==> src/rtl/spi_ram_arbiter_if.sv <==
// Signal bundle between the SPI-side command/data path, the local host requester and the RAM port.
// The arbiter connects through the slave modport; the requesters/RAM side uses master.
interface spi_ram_arbiter_if #(
    parameter int ADDR_WIDTH = 8,
    parameter int DATA_WIDTH = 8
);
    logic                  rx_valid;
    logic [9:0]            rx_data;
    logic                  tx_valid;
    logic [DATA_WIDTH-1:0] tx_data;

    logic                  host_req;
    logic                  host_we;
    logic [ADDR_WIDTH-1:0] host_addr;
    logic [DATA_WIDTH-1:0] host_wdata;
    logic                  host_gnt;
    logic                  host_rvalid;
    logic [DATA_WIDTH-1:0] host_rdata;

    logic                  ram_en;
    logic                  ram_we;
    logic [ADDR_WIDTH-1:0] ram_addr;
    logic [DATA_WIDTH-1:0] ram_wdata;
    logic [DATA_WIDTH-1:0] ram_rdata;

    modport master (
        output rx_valid, rx_data, host_req, host_we, host_addr, host_wdata, ram_rdata,
        input  tx_valid, tx_data, host_gnt, host_rvalid, host_rdata,
               ram_en, ram_we, ram_addr, ram_wdata
    );

    modport slave (
        input  rx_valid, rx_data, host_req, host_we, host_addr, host_wdata, ram_rdata,
        output tx_valid, tx_data, host_gnt, host_rvalid, host_rdata,
               ram_en, ram_we, ram_addr, ram_wdata
    );
endinterface

==> src/rtl/spi_ram_arbiter.sv <==
// Decodes SPI command words into RAM accesses and shares the single RAM port
// round-robin with a local host requester.
//
//   state    | meaning
//   ---------+-----------------------------------------------
//   IDLE     | no access in flight; arbitrate SPI slot vs host
//   ACC_SPI  | SPI access on the RAM port (ram_en high)
//   ACC_HOST | host access on the RAM port (ram_en, host_gnt)
//   RD_SPI   | RAM read data present; capture into tx_data
//   RD_HOST  | RAM read data present; capture into host_rdata
module spi_ram_arbiter #(
    parameter int ADDR_WIDTH = 8,
    parameter int DATA_WIDTH = 8
) (
    input logic          clk,
    input logic          rst,
    spi_ram_arbiter_if.slave bus
);
    typedef enum logic [2:0] {IDLE, ACC_SPI, ACC_HOST, RD_SPI, RD_HOST} state_t;

    state_t                state;
    state_t                state_nxt;
    logic                  rx_prev;
    logic                  accept;
    logic [1:0]            opcode;
    logic [7:0]            payload;
    logic [ADDR_WIDTH-1:0] wr_addr;
    logic [ADDR_WIDTH-1:0] rd_addr;
    logic                  spi_pend;
    logic                  spi_rd;
    logic [7:0]            spi_data;
    logic                  last_spi;
    logic                  grant_spi;
    logic                  grant_host;

    assign accept  = bus.rx_valid && !rx_prev;
    assign opcode  = bus.rx_data[9:8];
    assign payload = bus.rx_data[7:0];

    always_ff @(posedge clk or posedge rst) begin
        if (rst) state <= IDLE;
        else     state <= state_nxt;
    end

    always_comb begin
        state_nxt  = state;
        grant_spi  = 1'b0;
        grant_host = 1'b0;
        case (state)
            IDLE: begin
                // On a tie the requester not served last wins.
                if (spi_pend && bus.host_req) begin
                    grant_host = !last_spi ? 1'b0 : 1'b1;
                    grant_spi  = !grant_host;
                end else begin
                    grant_spi  = spi_pend;
                    grant_host = bus.host_req;
                end
                if (grant_spi)       state_nxt = ACC_SPI;
                else if (grant_host) state_nxt = ACC_HOST;
            end
            ACC_SPI:  state_nxt = bus.ram_we ? IDLE : RD_SPI;
            ACC_HOST: state_nxt = bus.ram_we ? IDLE : RD_HOST;
            RD_SPI:   state_nxt = IDLE;
            RD_HOST:  state_nxt = IDLE;
            default:  state_nxt = IDLE;
        endcase
    end

    always_ff @(posedge clk or posedge rst) begin
        if (rst) begin
            rx_prev         <= 1'b0;
            wr_addr         <= '0;
            rd_addr         <= '0;
            spi_pend        <= 1'b0;
            spi_rd          <= 1'b0;
            spi_data        <= '0;
            last_spi        <= 1'b0;
            bus.ram_en      <= 1'b0;
            bus.ram_we      <= 1'b0;
            bus.ram_addr    <= '0;
            bus.ram_wdata   <= '0;
            bus.host_gnt    <= 1'b0;
            bus.host_rvalid <= 1'b0;
            bus.host_rdata  <= '0;
            bus.tx_valid    <= 1'b0;
            bus.tx_data     <= '0;
        end else begin
            rx_prev         <= bus.rx_valid;
            bus.ram_en      <= 1'b0;
            bus.host_gnt    <= 1'b0;
            bus.host_rvalid <= 1'b0;

            if (grant_spi) begin
                spi_pend      <= 1'b0;
                last_spi      <= 1'b1;
                bus.ram_en    <= 1'b1;
                bus.ram_we    <= !spi_rd;
                bus.ram_addr  <= spi_rd ? rd_addr : wr_addr;
                bus.ram_wdata <= DATA_WIDTH'(spi_data);
            end
            if (grant_host) begin
                last_spi      <= 1'b0;
                bus.ram_en    <= 1'b1;
                bus.ram_we    <= bus.host_we;
                bus.ram_addr  <= bus.host_addr;
                bus.ram_wdata <= bus.host_wdata;
                bus.host_gnt  <= 1'b1;
            end

            if (accept) begin
                bus.tx_valid <= 1'b0;
                case (opcode)
                    2'b00: wr_addr <= ADDR_WIDTH'(payload);
                    2'b01: begin
                        spi_pend <= 1'b1;
                        spi_rd   <= 1'b0;
                        spi_data <= payload;
                    end
                    2'b10: rd_addr <= ADDR_WIDTH'(payload);
                    default: begin
                        spi_pend <= 1'b1;
                        spi_rd   <= 1'b1;
                    end
                endcase
            end

            if (state == RD_SPI) begin
                bus.tx_data  <= bus.ram_rdata;
                bus.tx_valid <= 1'b1;
            end
            if (state == RD_HOST) begin
                bus.host_rdata  <= bus.ram_rdata;
                bus.host_rvalid <= 1'b1;
            end
        end
    end
endmodule

==> src/flat_wrapper.sv <==
// flat-port wrapper written by rule: the top's interface ports become plain ports
module spi_ram_arbiter_flat 
#(
    parameter int ADDR_WIDTH = 8,
    parameter int DATA_WIDTH = 8
)
  (clk, rst, bus_rx_valid, bus_rx_data, bus_host_req, bus_host_we, bus_host_addr, bus_host_wdata, bus_ram_rdata, bus_tx_valid, bus_tx_data, bus_host_gnt, bus_host_rvalid, bus_host_rdata, bus_ram_en, bus_ram_we, bus_ram_addr, bus_ram_wdata);
  spi_ram_arbiter_if #(.ADDR_WIDTH(ADDR_WIDTH), .DATA_WIDTH(DATA_WIDTH)) bus_i ();
  input logic clk;
  input logic rst;
  input wire logic [$bits(bus_i.rx_valid)-1:0] bus_rx_valid;
  input wire logic [$bits(bus_i.rx_data)-1:0] bus_rx_data;
  input wire logic [$bits(bus_i.host_req)-1:0] bus_host_req;
  input wire logic [$bits(bus_i.host_we)-1:0] bus_host_we;
  input wire logic [$bits(bus_i.host_addr)-1:0] bus_host_addr;
  input wire logic [$bits(bus_i.host_wdata)-1:0] bus_host_wdata;
  input wire logic [$bits(bus_i.ram_rdata)-1:0] bus_ram_rdata;
  output wire logic [$bits(bus_i.tx_valid)-1:0] bus_tx_valid;
  output wire logic [$bits(bus_i.tx_data)-1:0] bus_tx_data;
  output wire logic [$bits(bus_i.host_gnt)-1:0] bus_host_gnt;
  output wire logic [$bits(bus_i.host_rvalid)-1:0] bus_host_rvalid;
  output wire logic [$bits(bus_i.host_rdata)-1:0] bus_host_rdata;
  output wire logic [$bits(bus_i.ram_en)-1:0] bus_ram_en;
  output wire logic [$bits(bus_i.ram_we)-1:0] bus_ram_we;
  output wire logic [$bits(bus_i.ram_addr)-1:0] bus_ram_addr;
  output wire logic [$bits(bus_i.ram_wdata)-1:0] bus_ram_wdata;
  assign bus_i.rx_valid = bus_rx_valid;
  assign bus_i.rx_data = bus_rx_data;
  assign bus_i.host_req = bus_host_req;
  assign bus_i.host_we = bus_host_we;
  assign bus_i.host_addr = bus_host_addr;
  assign bus_i.host_wdata = bus_host_wdata;
  assign bus_i.ram_rdata = bus_ram_rdata;
  assign bus_tx_valid = bus_i.tx_valid;
  assign bus_tx_data = bus_i.tx_data;
  assign bus_host_gnt = bus_i.host_gnt;
  assign bus_host_rvalid = bus_i.host_rvalid;
  assign bus_host_rdata = bus_i.host_rdata;
  assign bus_ram_en = bus_i.ram_en;
  assign bus_ram_we = bus_i.ram_we;
  assign bus_ram_addr = bus_i.ram_addr;
  assign bus_ram_wdata = bus_i.ram_wdata;
  spi_ram_arbiter #(.ADDR_WIDTH(ADDR_WIDTH), .DATA_WIDTH(DATA_WIDTH)) u_core (.clk(clk), .rst(rst), .bus(bus_i));
endmodule
==> config.mk <==
export PLATFORM = sky130hd
export DESIGN_NAME = spi_ram_arbiter_flat
export DESIGN_NICKNAME = d
export VERILOG_FILES = /design/src/rtl/spi_ram_arbiter_if.sv /design/src/rtl/spi_ram_arbiter.sv /design/src/flat_wrapper.sv
export SDC_FILE = /design/constraint.sdc
export NUM_CORES = 1
export LEC_CHECK = 0
export CELL_PAD_IN_SITES_DETAIL_PLACEMENT = 1
export CELL_PAD_IN_SITES_GLOBAL_PLACEMENT = 2
export CORE_ASPECT_RATIO = 1.4
export CORE_MARGIN = 2
export CORE_UTILIZATION = 33
export CTS_BUF_LIST = sky130_fd_sc_hd__clkbuf_8
export DETAILED_ROUTE_END_ITERATION = 12
export MAX_ROUTING_LAYER = met4
export PLACE_DENSITY = 0.89
export SYNTH_ARGS = -nofsm -noshare
export SYNTH_HDL_FRONTEND = slang
export SYNTH_SLANG_ARGS = --single-unit
==> constraint.sdc <==
create_clock -name clk -period 3.14 [get_ports clk]
set_input_delay 0.942 -clock clk [delete_from_list [all_inputs] [get_ports clk]]
set_output_delay 0.942 -clock clk [all_outputs]
set_load 0.02 [all_outputs]
==> impl_metrics.toml, run 1 <==
[global_routing]
gr-total-overflow = 0
grt_pass1_wl_um = 11300
grt_max_degree = 43
antenna_found_initial = 0
grt_pass1_vias = 2172
grt.total_usage = 0.171

[hold_path]
hp-class = "reg -> reg"
hp-start = "u_core.bus.tx_valid"
hold_path_end = "u_core.bus.tx_valid"
hold-path-cell-count = 2

[route]
drt-total-wl_um = 7140
vias = 1956
via_per_inst = 5.08
antenna_left = 0
drc = 0
dr.pass1.iters = 4
wl_per_cell_um = 18.5
drt_iter0_drc = 68

[worst_setup_path]
crit_fanout = 5
worstSetupPathType = "reg -> out"
path_buf_inv = 1
cp_top_family = "buffers and inverters"
required_ps = 2200
rr_worst_depth = 3
setup.worst_path.end_class = "output pin"
rr_startpoint = "u_core.state[0]"
startpoint_type = "register"
path_cells = "clkdlybuf4s50_1"
cpPeakStageDelay_ps = 650
timing.rr.end = "u_core.spi_pend"
cp.arrival_ps = 1420
reg2reg_slack_ps = 1130
crit_path_top_delay_cell = "clkdlybuf4s50_1"

[pwr]
leakage_uw = 0.00167
swShare = 0.352
ir_worst_vdd_v = 0.000496
comb_power_share = 0.415
p_seq_frac = 0.375
power_density_nw_per_um2 = 977
power_frac_clock = 0.210
switching_power_uw = 1340
intPower_uw = 2480

[timing]
maxSlewViolCount = 0
max_freq_mhz = 422
fin_crit_sh = 0.754
rsz0062_at_grt = "false"
finClkSkew_ps = 9.86
worst_pin_slew_ps = 730
finalHoldViolCount = 0
setup_viol = 0
period_needed_ps = 2370
tns_ps = 0
relSlewSlack = 0.511

[yosys]
yosys_warnings = 0
synthTopCellsByArea = "dfrtp_1, mux2_2, a221o_1, mux2i_1, o221ai_1"
synth_ff_type = "dfrtp_1"
synthAdderAreaFrac = 0
async_reset_ff_frac = 1.00
synth_fp_nets = 234
ys_seq_area_frac = 0.607
synth_top_family_by_area = "multiplexers"
synth-simple-area-share = 0.0884
synth_cell_types = 30
netlist.area_leader.share = 0.607
synth_edf_count = 0
synth_top_area_cell = "dfrtp_1"
ys_seq_elements = 68
synth_compound_area_frac = 0.0772
syn_area_sq_um = 2800
avgSynthCellArea_sq_um = 14.4
synthMuxAreaShare = 0.193
syn_inst = 195
synth-xor-area-share = 0

[clock_network]
cts.sinks = 68
cts_setup_buffers = 0
clockBufferDepth = 2
h-tree-depth = 3
tritoncts = "yes"
clkTransAtPathRegs_ps = 70
insertion_delay_ps = 350
cts_hold_buf = 0
cts_resized = 0
cts_made_buffers = 9
root_buffer = "clkbuf_8"

[place]
globalplace.congestion = 0.793
port_buffers = 75
detailed_place_hpwl_um = 5130
placed_cells = 369

[die]
die_x_um = 81.9
start_util = 0.342
io_pins = 76
die-area_sq_um = 9260
chipHeight_um = 113
rows = 39
core_sq_um = 8200

[finish]
fin_nets = 317
diodes = 0
n_fill_cell = 862
syn_to_final_growth_pct = 39.3
drive_gt1_frac = 0.254
final_cell_mix = "clkdlybuf4s50_1, dfrtp_1, mux2_2"
final_cells = 385
layout_commonest_cell = "clkdlybuf4s50_1"

[run]
maxCapViolations = 0

[status]
status = "finished, final reports clean"
-- state kept, by name, summed over array words and instances (netlist names), 3 cells and up --
register and flops:
u_core.state 3, u_core.bus.ram_addr 8, u_core.bus.ram_wdata 8, u_core.spi_data 8
u_core.rd_addr 8, u_core.wr_addr 8, u_core.bus.tx_data 8, u_core.bus.host_rdata 8
-- through the flow --
step / worst slack (ps) / instance area [sq um] / hold slack [ps] / util / total power (uW)
floorplan: 486 / 2800 / 472 / - / 2320
global placement: 548 / 3680 / 483 / 0.449 / 2970
detailed placement: 469 / 3680 / 489 / 0.449 / 3040
CTS: 746 / 3910 / 506 / 0.476 / 3870
global route: 685 / 3910 / 515 / 0.476 / 4040
finish: 773 / 3910 / 495 / 0.476 / 3820
-- power by group through the flow --
stage,combinational [uW],sequential (uW),clock (uW)
global route,1710,1470,863
floorplan,663,1660,0
global placement,1550,1420,0
finish,1590,1430,803
detailed placement,1600,1440,0
CTS,1610,1430,824
-- worst register-to-register path, cell delays in order, from the launching register on --
cell	delay, ps
dfrtp_1	440
nor3_2	640
nand2_1	500
a22o_1	320
-- how the worst max path moves through the flow --
stage                       from                      to  depth (start not counted)
6_report       u_core.bus.ram_we              bus_ram_we                          1
5_1_grt             bus_host_req  u_core.bus.ram_addr[6]                          4
4_1_cts        u_core.bus.ram_we              bus_ram_we                          1
3_5_place_dp        bus_host_req         u_core.spi_pend                          4
3_3_place_gp        bus_host_req  u_core.bus.ram_addr[3]                          4
2_1_floorplan                rst     u_core.bus.host_gnt                          1
-- kinds of logic after synthesis --
family | count (synthesis)
compound gates | 24
buf+inv | 20
mux | 49
flops | 68
simple gates | 34
-- metal layers --
metal  global-route usage  routed length, um  vias to the layer above
li1                     -                  -                      891
met1                0.197               2810                      991
met2                0.286               3820                       63
met3               0.0399                352                       11
met4               0.0644                153                        0
met5                    -                  0                        -
-- cell type report --
| cell class | instances | area [sq um] | share of cell area |
|---|---|---|---|
| well taps | 102 | 128 | 0.0327 |
| flip-flops and latches | 68 | 1700 | 0.436 |
| clock inverters | 6 | 87.6 | 0.0224 |
| repair buffers | 80 | 801 | 0.205 |
| inverters | 12 | 45.0 | 0.0115 |
| clock buffers | 10 | 138 | 0.0352 |
| multi-input cells | 107 | 1010 | 0.258 |
-- cell usage after synthesis (2+ instances only) --
cell type / n
dfrtp_1: 68
buf_2: 5
nand2_1: 4
a221o_1: 8
mux2_2: 41
nor3_2: 2
nor2_1: 2
inv_1: 11
o221ai_1: 8
mux2i_1: 8
a21oi_1: 2
and3_1: 8
nand4_1: 9
nor3b_4: 2
buf_6: 2
(Power assumes the default switching activity.)
==> inputs of run 2 (changes only) <==
==> constraint.sdc (replaced) <==
create_clock -name clk -period 2.3 [get_ports clk]
set_input_delay 0.69 -clock clk [delete_from_list [all_inputs] [get_ports clk]]
set_output_delay 0.69 -clock clk [all_outputs]
set_load 0.02 [all_outputs]
==> impl_metrics.toml, run 2 (same netlist as run 1, synthesis figures left out) <==
[status]
status = "finished, final reports clean"

[route]
via_per_inst = 5.10
drc = 0
drt_iter0_drc = 72
vias = 1982
dr.pass1.iters = 4
drt-total-wl_um = 7070
antenna_left = 0
wl_per_cell_um = 18.2

[timing]
setup_viol = 0
worst_pin_slew_ps = 613
rsz0062_at_grt = "false"
finClkSkew_ps = 6.92
max_freq_mhz = 478
finalHoldViolCount = 0
tns_ps = 0
period_needed_ps = 2090
maxSlewViolCount = 0
fin_crit_sh = 0.909
relSlewSlack = 0.591

[clock_network]
insertion_delay_ps = 350
clkTransAtPathRegs_ps = 70
h-tree-depth = 3
cts_resized = 0
cts_setup_buffers = 0
tritoncts = "yes"
root_buffer = "clkbuf_8"
clockBufferDepth = 2
cts_made_buffers = 9
cts_hold_buf = 0
cts.sinks = 68

[finish]
n_fill_cell = 859
final_cell_mix = "clkdlybuf4s50_1, dfrtp_1, mux2_2"
fin_nets = 321
drive_gt1_frac = 0.261
multi_input_area_sq_um = 1010
diodes = 0
regArea_sq_um = 1700
layout_commonest_cell = "clkdlybuf4s50_1"
syn_to_final_growth_pct = 40.7

[place]
detailed_place_hpwl_um = 5060
globalplace.congestion = 0.787
port_buffers = 75

[global_routing]
grt_pass1_wl_um = 11200
grt_pass1_vias = 2203
grt_max_degree = 69
grt.total_usage = 0.168
antenna_found_initial = 0
gr-total-overflow = 0

[worst_setup_path]
path_buf_inv = 1
required_ps = 1610
cp.arrival_ps = 1400
cp_top_family = "buffers and inverters"
startpoint_type = "register"
cpPeakStageDelay_ps = 640
crit_fanout = 5
crit_path_top_delay_cell = "clkdlybuf4s50_1"
path_cells = "clkdlybuf4s50_1"
setup.worst_path.end_class = "output pin"
worstSetupPathType = "reg -> out"

[pwr]
p_seq_frac = 0.370
comb_power_share = 0.426
swShare = 0.347
finalPower_uw = 5220
power_frac_clock = 0.205
ir_worst_vdd_v = 0.000643
leakage_uw = 0.00170
intPower_uw = 3410
switching_power_uw = 1810
power_density_nw_per_um2 = 1320

[die]
rows = 39
io_pins = 76
die-area_sq_um = 9260
core_sq_um = 8200
start_util = 0.342
die_x_um = 81.9
chipHeight_um = 113

[hold_path]
hp-class = "reg -> reg"

[run]
maxCapViolations = 0
run 2: worst paths after layout:
| path | cells past startpoint | end | slack (ps) | start |
|---|---|---|---|---|
| worst max register to register | 3 | u_core.spi_pend | 420 | u_core.state[0] |
| worst max-delay path | 1 | bus_ram_we | 210 | u_core.bus.ram_we |
| min in group asynchronous | 3 | u_core.bus.host_rdata[7] | 800 | rst |
| worst min register to register | 1 | u_core.spi_data[0] | 500 | u_core.spi_data[0] |
| max in group asynchronous | 3 | u_core.bus.ram_wdata[7] | 1230 | rst |
| worst min-delay path | 1 | u_core.spi_data[0] | 500 | u_core.spi_data[0] |
run 2: power groups by stage:
| stage | sequential [uW] | combinational (uW) | clock [uW] |
|---|---|---|---|
| 3_5_place_dp | 1960 | 2240 | 0 |
| 3_3_place_gp | 1930 | 2180 | 0 |
| 6_report | 1930 | 2220 | 1070 |
| 4_1_cts | 1940 | 2260 | 1100 |
| 5_1_grt | 2000 | 2400 | 1150 |
| 2_1_floorplan | 2270 | 906 | 0 |
run 2: metal layers:
layer | global-route usage | wire length, um | vias up
met1 | 0.190 | 2890 | 1015
met4 | 0.0633 | 115 | 0
met5 | - | 0 | -
met2 | 0.279 | 3650 | 58
met3 | 0.0455 | 411 | 12
li1 | - | - | 897
run 2: cell type report:
type,instances,area share
Clock inverter,6,0.0200
Multi-Input combinational cell,107,0.255
Sequential cell,68,0.431
Clock buffer,10,0.0349
Inverter,12,0.0124
Tap cell,102,0.0324
Timing Repair Buffer,84,0.214
run 2: per-stage QoR:
step / setup WS (ps) / utilization / instances / hold WS, ps / area [sq um]
2_1_floorplan: 669 / - / 195 / 472 / 2810
3_3_place_gp: 56.2 / 0.455 / 373 / 478 / 3730
3_5_place_dp: 2.52 / 0.455 / 373 / 476 / 3730
4_1_cts: 185 / 0.481 / 389 / 506 / 3940
5_1_grt: 138 / 0.481 / 389 / 520 / 3940
6_report: 209 / 0.481 / 389 / 501 / 3940
